**config.mk**
```make
export PLATFORM = sky130hd
export DESIGN_NAME = uart_rx_loader_ctrl
export DESIGN_NICKNAME = d
export VERILOG_FILES = /design/src/rtl/uart_loader_pkg.sv /design/src/rtl/loader_timeout_timer.sv /design/src/rtl/uart_rx_loader_ctrl.sv
export SDC_FILE = /design/constraint.sdc
export NUM_CORES = 1
export LEC_CHECK = 0
export CAP_MARGIN = 10
export CORE_MARGIN = 3
export CORE_UTILIZATION = 48
export CTS_CLUSTER_SIZE = 40
export DETAILED_ROUTE_END_ITERATION = 7
export PLACE_DENSITY = 0.76
export SETUP_SLACK_MARGIN = 0.5
export SYNTH_ARGS = -nofsm -noshare
export SYNTH_HDL_FRONTEND = slang
export SYNTH_SLANG_ARGS = --single-unit
export TNS_END_PERCENT = 10
```
**constraint.sdc**
```tcl
create_clock -name i_clk -period 3.1 [get_ports i_clk]
set_input_delay 0.775 -clock i_clk [delete_from_list [all_inputs] [get_ports i_clk]]
set_output_delay 0.775 -clock i_clk [all_outputs]
set_load 0.05 [all_outputs]
```
**src/rtl/uart_loader_pkg.sv**
```systemverilog
// -----------------------------------------------------------------------------
// uart_loader_pkg
// Shared definitions for the UART program loader:
//   - loader_state_t : FSM state encoding (IDLE=0, COUNT=1, PAYLOAD=2, CHECK=3)
//   - DEF_*          : default byte width, bytes per word and LOAD opcode
//   - word_bits()    : word width derived from byte width and bytes per word
//   - WORD_BITS      : default word width (BYTE_BITS*WORD_BYTES = 32)
// No ports (package).
// -----------------------------------------------------------------------------
package uart_loader_pkg;

    localparam int          DEF_BYTE_BITS  = 8;
    localparam int          DEF_WORD_BYTES = 4;
    localparam logic [7:0]  CMD_LOAD_DEF   = 8'h01;

    typedef enum logic [1:0] {
        ST_IDLE    = 2'd0,
        ST_COUNT   = 2'd1,
        ST_PAYLOAD = 2'd2,
        ST_CHECK   = 2'd3
    } loader_state_t;

    function automatic int word_bits(input int byte_bits, input int word_bytes);
        return byte_bits * word_bytes;
    endfunction

    localparam int WORD_BITS = word_bits(DEF_BYTE_BITS, DEF_WORD_BYTES);

endpackage

```
**src/rtl/loader_timeout_timer.sv**
```systemverilog
// -----------------------------------------------------------------------------
// loader_timeout_timer
// Inter-byte watchdog for the loader. Counts clocks while enabled and not
// cleared; o_expire is high (combinationally) in the cycle the count has
// reached TIMEOUT_CYCLES-1, unless i_clear is high in that same cycle.
// Ports:
//   i_clk      system clock
//   i_reset_n  synchronous reset, active-low
//   i_clear    restart the count (a byte arrived)
//   i_enable   count only while a load is in progress
//   o_expire   1-cycle expiry indication
// -----------------------------------------------------------------------------
module loader_timeout_timer #(
    parameter int TIMEOUT_CYCLES = 100000
) (
    input  logic i_clk,
    input  logic i_reset_n,
    input  logic i_clear,
    input  logic i_enable,
    output logic o_expire
);

    localparam int CNT_W = (TIMEOUT_CYCLES > 1) ? $clog2(TIMEOUT_CYCLES) : 1;

    logic [CNT_W-1:0] r_count;
    logic             w_expire;

    // A clear in the expiry cycle suppresses the expiry: the byte wins.
    assign w_expire = i_enable && !i_clear && (r_count == CNT_W'(TIMEOUT_CYCLES - 1));
    assign o_expire = w_expire;

    always_ff @(posedge i_clk) begin
        if (!i_reset_n || i_clear || !i_enable || w_expire) begin
            r_count <= '0;
        end else begin
            r_count <= r_count + 1'b1;
        end
    end

endmodule

```
**src/rtl/uart_rx_loader_ctrl.sv**
```systemverilog
// -----------------------------------------------------------------------------
// uart_rx_loader_ctrl
// Sequencer behind the UART receiver. A LOAD opcode byte starts a load: the
// next byte is the word count N, followed by N little-endian words that are
// written to program memory at word addresses 0,1,2,... Any byte received in
// IDLE that is not LOAD is forwarded as a command. A load is aborted if the
// gap between bytes reaches TIMEOUT_CYCLES clocks.
// Optional feature macro: UART_LOADER_CHECKSUM_EN -- adds a CHECK state that
// expects one XOR-of-payload byte after the last word.
// Ports:
//   i_clk          system clock
//   i_reset_n      synchronous reset, active-low
//   i_rx_done      1-cycle pulse, i_rx_data valid
//   i_rx_data      received byte
//   o_mem_we       1-cycle memory write strobe
//   o_mem_addr     memory word address
//   o_mem_wdata    assembled word
//   o_cmd_valid    1-cycle pulse, o_cmd holds a forwarded byte
//   o_cmd          forwarded command byte
//   o_busy         high whenever not IDLE
//   o_load_done    1-cycle pulse, load finished successfully
//   o_err_timeout  1-cycle pulse, load aborted on inter-byte timeout
//   o_err_checksum 1-cycle pulse, checksum mismatch (0 without the feature)
// -----------------------------------------------------------------------------
module uart_rx_loader_ctrl
    import uart_loader_pkg::*;
#(
    parameter int                   BYTE_BITS      = DEF_BYTE_BITS,
    parameter int                   WORD_BYTES     = DEF_WORD_BYTES,
    parameter int                   ADDR_WIDTH     = 8,
    parameter int                   TIMEOUT_CYCLES = 100000,
    parameter logic [BYTE_BITS-1:0] CMD_LOAD       = BYTE_BITS'(CMD_LOAD_DEF)
) (
    input  logic                                       i_clk,
    input  logic                                       i_reset_n,
    input  logic                                       i_rx_done,
    input  logic [BYTE_BITS-1:0]                       i_rx_data,
    output logic                                       o_mem_we,
    output logic [ADDR_WIDTH-1:0]                      o_mem_addr,
    output logic [word_bits(BYTE_BITS, WORD_BYTES)-1:0] o_mem_wdata,
    output logic                                       o_cmd_valid,
    output logic [BYTE_BITS-1:0]                       o_cmd,
    output logic                                       o_busy,
    output logic                                       o_load_done,
    output logic                                       o_err_timeout,
    output logic                                       o_err_checksum
);

    localparam int W_BITS = word_bits(BYTE_BITS, WORD_BYTES);
    localparam int BIDX_W = (WORD_BYTES > 1) ? $clog2(WORD_BYTES) : 1;

    loader_state_t          r_state,      w_state_next;
    logic [BIDX_W-1:0]      r_byte_idx,   w_byte_idx_next;
    logic [W_BITS-1:0]      r_word,       w_word_next;
    logic [BYTE_BITS-1:0]   r_words_left, w_words_left_next;
    logic [ADDR_WIDTH-1:0]  r_addr,       w_addr_next;
    logic                   r_mem_we,     w_mem_we_next;
    logic [W_BITS-1:0]      r_mem_wdata,  w_mem_wdata_next;
    logic                   r_cmd_valid,  w_cmd_valid_next;
    logic [BYTE_BITS-1:0]   r_cmd,        w_cmd_next;
    logic                   r_load_done,  w_load_done_next;
`ifdef UART_LOADER_CHECKSUM_EN
    logic                   r_err_chk,    w_err_chk_next;
    logic [BYTE_BITS-1:0]   r_xor,        w_xor_next;
`endif

    logic                   w_expire;
    logic [W_BITS-1:0]      w_word_ins;

    // Current partial word with the incoming byte dropped into its lane.
    generate
        for (genvar gi = 0; gi < WORD_BYTES; gi++) begin : g_lane
            assign w_word_ins[gi*BYTE_BITS +: BYTE_BITS] =
                (r_byte_idx == BIDX_W'(gi)) ? i_rx_data : r_word[gi*BYTE_BITS +: BYTE_BITS];
        end
    endgenerate

    loader_timeout_timer #(
        .TIMEOUT_CYCLES (TIMEOUT_CYCLES)
    ) u_timer (
        .i_clk     (i_clk),
        .i_reset_n (i_reset_n),
        .i_clear   (i_rx_done),
        .i_enable  (r_state != ST_IDLE),
        .o_expire  (w_expire)
    );

    always_comb begin
        w_state_next      = r_state;
        w_byte_idx_next   = r_byte_idx;
        w_word_next       = r_word;
        w_words_left_next = r_words_left;
        // The address advances the cycle after each strobe, so the strobe
        // cycle still shows the address the word belongs to.
        w_addr_next       = r_mem_we ? r_addr + 1'b1 : r_addr;
        w_mem_we_next     = 1'b0;
        w_mem_wdata_next  = r_mem_wdata;
        w_cmd_valid_next  = 1'b0;
        w_cmd_next        = r_cmd;
        w_load_done_next  = 1'b0;
`ifdef UART_LOADER_CHECKSUM_EN
        w_err_chk_next    = 1'b0;
        w_xor_next        = r_xor;
`endif

        case (r_state)
            ST_IDLE: begin
                if (i_rx_done) begin
                    if (i_rx_data == CMD_LOAD) begin
                        w_state_next = ST_COUNT;
                    end else begin
                        w_cmd_valid_next = 1'b1;
                        w_cmd_next       = i_rx_data;
                    end
                end
            end

            ST_COUNT: begin
                if (i_rx_done) begin
                    w_words_left_next = i_rx_data;
                    w_addr_next       = '0;
                    w_byte_idx_next   = '0;
                    w_word_next       = '0;
`ifdef UART_LOADER_CHECKSUM_EN
                    w_xor_next        = '0;
`endif
                    if (i_rx_data == '0) begin
`ifdef UART_LOADER_CHECKSUM_EN
                        w_state_next     = ST_CHECK;
`else
                        w_state_next     = ST_IDLE;
                        w_load_done_next = 1'b1;
`endif
                    end else begin
                        w_state_next = ST_PAYLOAD;
                    end
                end else if (w_expire) begin
                    w_state_next = ST_IDLE;
                end
            end

            ST_PAYLOAD: begin
                if (i_rx_done) begin
                    w_word_next = w_word_ins;
`ifdef UART_LOADER_CHECKSUM_EN
                    w_xor_next  = r_xor ^ i_rx_data;
`endif
                    if (r_byte_idx == BIDX_W'(WORD_BYTES - 1)) begin
                        w_mem_we_next     = 1'b1;
                        w_mem_wdata_next  = w_word_ins;
                        w_byte_idx_next   = '0;
                        w_words_left_next = r_words_left - 1'b1;
                        if (r_words_left == BYTE_BITS'(1)) begin
`ifdef UART_LOADER_CHECKSUM_EN
                            w_state_next     = ST_CHECK;
`else
                            w_state_next     = ST_IDLE;
                            w_load_done_next = 1'b1;
`endif
                        end
                    end else begin
                        w_byte_idx_next = r_byte_idx + 1'b1;
                    end
                end else if (w_expire) begin
                    // Abort: the partial word is dropped, earlier writes stay.
                    w_state_next    = ST_IDLE;
                    w_byte_idx_next = '0;
                    w_word_next     = '0;
                end
            end

`ifdef UART_LOADER_CHECKSUM_EN
            ST_CHECK: begin
                if (i_rx_done) begin
                    w_state_next = ST_IDLE;
                    if (i_rx_data == r_xor) begin
                        w_load_done_next = 1'b1;
                    end else begin
                        w_err_chk_next   = 1'b1;
                    end
                end else if (w_expire) begin
                    w_state_next = ST_IDLE;
                end
            end
`endif

            default: begin
                w_state_next = ST_IDLE;
            end
        endcase
    end

    always_ff @(posedge i_clk) begin
        if (!i_reset_n) begin
            r_state      <= ST_IDLE;
            r_byte_idx   <= '0;
            r_word       <= '0;
            r_words_left <= '0;
            r_addr       <= '0;
            r_mem_we     <= 1'b0;
            r_mem_wdata  <= '0;
            r_cmd_valid  <= 1'b0;
            r_cmd        <= '0;
            r_load_done  <= 1'b0;
`ifdef UART_LOADER_CHECKSUM_EN
            r_err_chk    <= 1'b0;
            r_xor        <= '0;
`endif
        end else begin
            r_state      <= w_state_next;
            r_byte_idx   <= w_byte_idx_next;
            r_word       <= w_word_next;
            r_words_left <= w_words_left_next;
            r_addr       <= w_addr_next;
            r_mem_we     <= w_mem_we_next;
            r_mem_wdata  <= w_mem_wdata_next;
            r_cmd_valid  <= w_cmd_valid_next;
            r_cmd        <= w_cmd_next;
            r_load_done  <= w_load_done_next;
`ifdef UART_LOADER_CHECKSUM_EN
            r_err_chk    <= w_err_chk_next;
            r_xor        <= w_xor_next;
`endif
        end
    end

    assign o_mem_we      = r_mem_we;
    assign o_mem_addr    = r_addr;
    assign o_mem_wdata   = r_mem_wdata;
    assign o_cmd_valid   = r_cmd_valid;
    assign o_cmd         = r_cmd;
    assign o_busy        = (r_state != ST_IDLE);
    assign o_load_done   = r_load_done;
    // Timer is only enabled outside IDLE, so this is a load-abort pulse.
    assign o_err_timeout = w_expire;
`ifdef UART_LOADER_CHECKSUM_EN
    assign o_err_checksum = r_err_chk;
`else
    assign o_err_checksum = 1'b0;
`endif

endmodule
```
; ---- Word-level counts from Yosys, hierarchy flattened
; Index checks and enable logic that the tools add are counted.
[totals]
register_bits = 112
out_inout_bits = 54
[op_classes]
n_addsub = 4
n_eq_ne = 16
mux = 37
bitwise = 1
n_reduce_logical = 20
[ops]
columns = op, n
row1 = $mux W32, 3
row2 = $mux W8, 10
row3 = $pmux W32 S2, 1
row4 = $mux W2, 12
row5 = $add A17 B1 Y17 const B, 1
row6 = $eq A17 B17 Y1 const B, 1
row7 = $eq A8 B1 Y1 const B, 2
row8 = $pmux W8 S2, 1
row9 = $reduce_and A3 Y1, 5
row10 = $ne A2 B2 Y1 const B, 5
row11 = $add A8 B1 Y8 const B, 1
row12 = $logic_not A8 Y1, 1
row13 = $reduce_and A4 Y1, 2
row14 = $sub A8 B1 Y8 const B, 1
row15 = $mux W1, 7
row16 = $eq A2 B2 Y1 const B, 3
row17 = $ne A3 B3 Y1 const B, 2
row18 = $pmux W2 S3, 1
row19 = $eq A2 B1 Y1 const B, 2
row20 = $logic_not A2 Y1, 2
row21 = $pmux W2 S2, 1
row22 = $reduce_bool A2 Y1, 2
row23 = $logic_not A1 Y1, 3
row24 = $logic_or A1 B1 Y1, 3
row25 = 5 further kinds, 6

; ---- Depth between registers and ports, before layout
[logic_depth]
depth_word = 6
mapped_depth = 8
mapped_depth_nobuf = 6

; ---- Hierarchy
; From an unflattened synthesis, not the netlist that was laid out.
[unflattened]
cells_unflattened = 526
hier_area_um2 = 4979.8
[by_module_without_submodules]
columns = mod, n_inst, cells_each, area_per_inst_um2, seq_area_each_um2
row1 = uart_rx_loader_ctrl, 1, 438, 4117.7, 1741.7
row2 = loader_timeout_timer, 1, 88, 862.1, 340.3

; ---- Worst setup path before layout
; OpenSTA, ideal clock, no wires.
[synth_path]
path_kind = in2out
from = in i_rx_done
to = out o_err_timeout
t_arrival_ns = 2.427
t_required_ns = 2.325
slack_ns = -0.102
path_stages = 4
n_path_buf = 1
path_cell_list = or4_1 > or4_1 > buf_2 > nor2_1
[synth_via]
elab_chain_len = 3
[synth_lines]
columns = element, line
row1 = from (decl), uart_rx_loader_ctrl.sv:36  ; input logic i_rx_done,
row2 = $logic_not A1 Y1, loader_timeout_timer.sv:29  ; assign w_expire = i_enable && !i_clear && (r_count == CNT_W'(TIMEOUT_CYCLES - 1));
row3 = $logic_and A1 B1 Y1 (2 in series), loader_timeout_timer.sv:29
row4 = to (decl), uart_rx_loader_ctrl.sv:45  ; output logic o_err_timeout,
; No other way between the ends.

; ---- Worst setup path after layout
; Ends and elaborated chain as after synthesis.

==> results.cfg <==
[timing]
fin_crit_sh = 0.911
rsz0062_at_grt = yes
maxSlewHeadroom = 0.370
maxSlewViolCount = 0
clock.fmax_ghz = 0.354
min_period_ns = 2.82
tightest_slew_ns = 0.943
finalHoldViolations = 0
final-setup-viol-count = 0
skew_ns = 0.0137

[yosys]
synth-seq-cells = 104
synth-main-ff-cell = dfxtp_1
ys_async_sr_fraction = 0
syn_avg_cell_area_um2 = 8.72
postSynthNetCount = 553
synth_top_area_frac = 0.451
syn_inst = 530
yosysUniqueCellTypes = 49
netlist_area_um2 = 4620
synth_top_area_cell = dfxtp_1
synth-edff-count = 0
ys_seq_area_frac = 0.451
ys_warn_count = 0
synthTopCellsByArea = dfxtp_1 45%, mux2i_1 7.6%, nor2_1 5.4%

[clock_network]
clk_latency_ns = 0.37
cts_buffers = 9
clock_sinks = 104
cts_buffer_depth = 2
cts_max_level = 3
root_buffer = clkbuf_8
cts.clk_slew.worst_paths_ns = 0.10
cts_tree = yes

[critical_path]
reg2reg_from = r_state[0]
reg2reg_depth = 8
timing.rr.end = r_word[18]
startpoint = i_rx_done
critPathKind = in -> out
crit_end = o_err_timeout
endpoint_kind = output port
worstSetupStartpointType = primary input
worstPathMaxFanout = 2
reg2reg_slack_ns = 0.81
cp.arrival_ns = 2.05
critical_path_required_ns = 2.32

[power]
swShare = 0.263
finalPower_mw = 2.51
ir_drop_v = 0.000250
powerDensity_nw_per_um2 = 441
clkPwrFrac = 0.356
p_int_mw = 1.85
comb_power_share = 0.102
p_leak_nw = 1.91
seqPwrFrac = 0.542
p_switching_mw = 0.660

[grt]
antenna_found_initial = 0
grt_overflow_total = 0
grt_first_pass_wirelength_um = 18800
grt_max_degree = 47
grt_usage = 0.210
grt_pass1_vias = 3739

[finish]
diodes = 0
nets = 607
layout_commonest_cell = dfxtp_1
drive_gt1_frac = 0.109
layout-area-overhead-vs-synth_pct = 23.3
fin_util = 0.614
fillers = 779
final_cell_mix = 102 x dfxtp_1, 66 x nor2_1, 60 x clkdlybuf4s50_1, 41 x nand2_1
final_cells = 718

[run_status]
status = complete, no violations

[floorplanning]
fp.dieH_um = 104
std_cell_rows = 35
die-area_um2 = 10800
initial_core_util = 0.498
die_w_um = 104
design.core.area_um2 = 9280
io_pins = 65

[routing]
wirelength_um = 11400
dr.pass1.iters = 5
drtAntennaViolNets = 0
avgRoutedWirePerCell_um = 15.9
first_iter_violations = 244
avgViaCountPerCell = 5.57
drcViolationCount = 0
vias = 3997

[place]
dp_hpwl_um = 7690
port_buffers = 63
gp_congestion = 0.867
dpl.cell_count = 695

[run]
max_cap_viol_count = 0

[hold_path]
min_path_type = reg -> reg
## state kept, by name (all words and copies together), names as in the netlist
name,cells
o_load_done,1
r_words_left,8
o_mem_we,1
o_mem_wdata,32
r_byte_idx,2
o_cmd,8
u_timer.r_count,17
o_cmd_valid,1
o_mem_addr,8
r_word,24
r_state,2
## critical path, cell delays in order
cell	delay [ns]
clkbuf_2	0.09
or4_1	0.47
or4_4	0.45
nor2_4	0.12
buf_12	0.14
## routing by layer
metal  up-vias  wire length [um]  global-route usage
met5         -                 0                   0
met4         0               159              0.0712
met3        12               638              0.0298
met2       135              5400               0.335
met1      1870              5200               0.293
li1       1980                 -                   -
## how the worst min path moves through the flow
stage	startpoint	end	slack [ns]	cells past startpoint
final	u_timer.r_count[0]	u_timer.r_count[0]	0.45	1
after global routing	o_mem_wdata[25]	o_mem_wdata[25]	0.49	2
after CTS	u_timer.r_count[0]	u_timer.r_count[0]	0.46	1
after detailed placement	u_timer.r_count[0]	u_timer.r_count[0]	0.44	1
after global placement	u_timer.r_count[0]	u_timer.r_count[0]	0.43	1
after floorplan	u_timer.r_count[0]	u_timer.r_count[0]	0.42	1
## cells in the mapped netlist, types with 4 or more instances
cell type,count
and2_1,4
nor2_1,67
nand4_1,7
a21oi_1,22
nor4_1,7
nand3_1,36
dfxtp_1,104
nor3_1,7
or3_1,4
o21ai_0,8
xnor2_1,10
clkbuf_1,36
inv_1,16
o21ai_1,4
xor2_1,8
a211oi_1,26
o22ai_1,24
nand2_1,41
ha_1,12
buf_1,4
mux2i_1,35
## area by class of cell
class | count | area [um2] | share of cell area
sequential | 104 | 2080 | 0.366
tap | 129 | 161 | 0.0283
clock buffer | 10 | 138 | 0.0241
inverter | 16 | 60.1 | 0.0105
timing repair buffer | 89 | 867 | 0.152
clock inverter | 6 | 73.8 | 0.0130
multi-input combinational | 364 | 2310 | 0.406
## power by group through the flow
| stage | registers (mW) | logic, mW | clock network (mW) |
|---|---|---|---|
| after global placement | 1.39 | 0.233 | 0 |
| after CTS | 1.36 | 0.250 | 0.909 |
| after floorplan | 1.42 | 0.134 | 0 |
| after global routing | 1.36 | 0.275 | 0.960 |
| after detailed placement | 1.39 | 0.238 | 0 |
| final | 1.36 | 0.255 | 0.895 |
## kinds of logic after synthesis
| kind of cell | count (synthesis) | synth area share |
|---|---|---|
| xor gates and xnor gates | 18 | 0.0341 |
| adders and majority gates | 12 | 0.0325 |
| buffers and inverters | 62 | 0.0566 |
| AOI/OAI and AO/OA | 104 | 0.149 |
| other | 1 | 0.000812 |
| and+or+nand+nor | 193 | 0.198 |
| muxes | 36 | 0.0783 |
| DFF | 104 | 0.451 |
## timing repair
item	4_1_cts	5_1_grt
pin swaps	4	4
buffers inserted	5	2
setup endpoints to repair	27	25
hold buffers	0	0
gates resized for setup	10	3
## through the flow
step           setup TNS [ns]  cell area (um2)  hold slack (ns)  setup WS [ns]
6_report                    0             5700            0.454          0.277
2_1_floorplan               0             4630            0.418          0.275
4_1_cts                     0             5680            0.458         0.0611
3_3_place_gp          -0.0671             5420            0.428        -0.0671
5_1_grt                     0             5700            0.486          0.226
3_5_place_dp          -0.0944             5420            0.443        -0.0944
No activity file was read; power rests on OpenSTA's default activity.
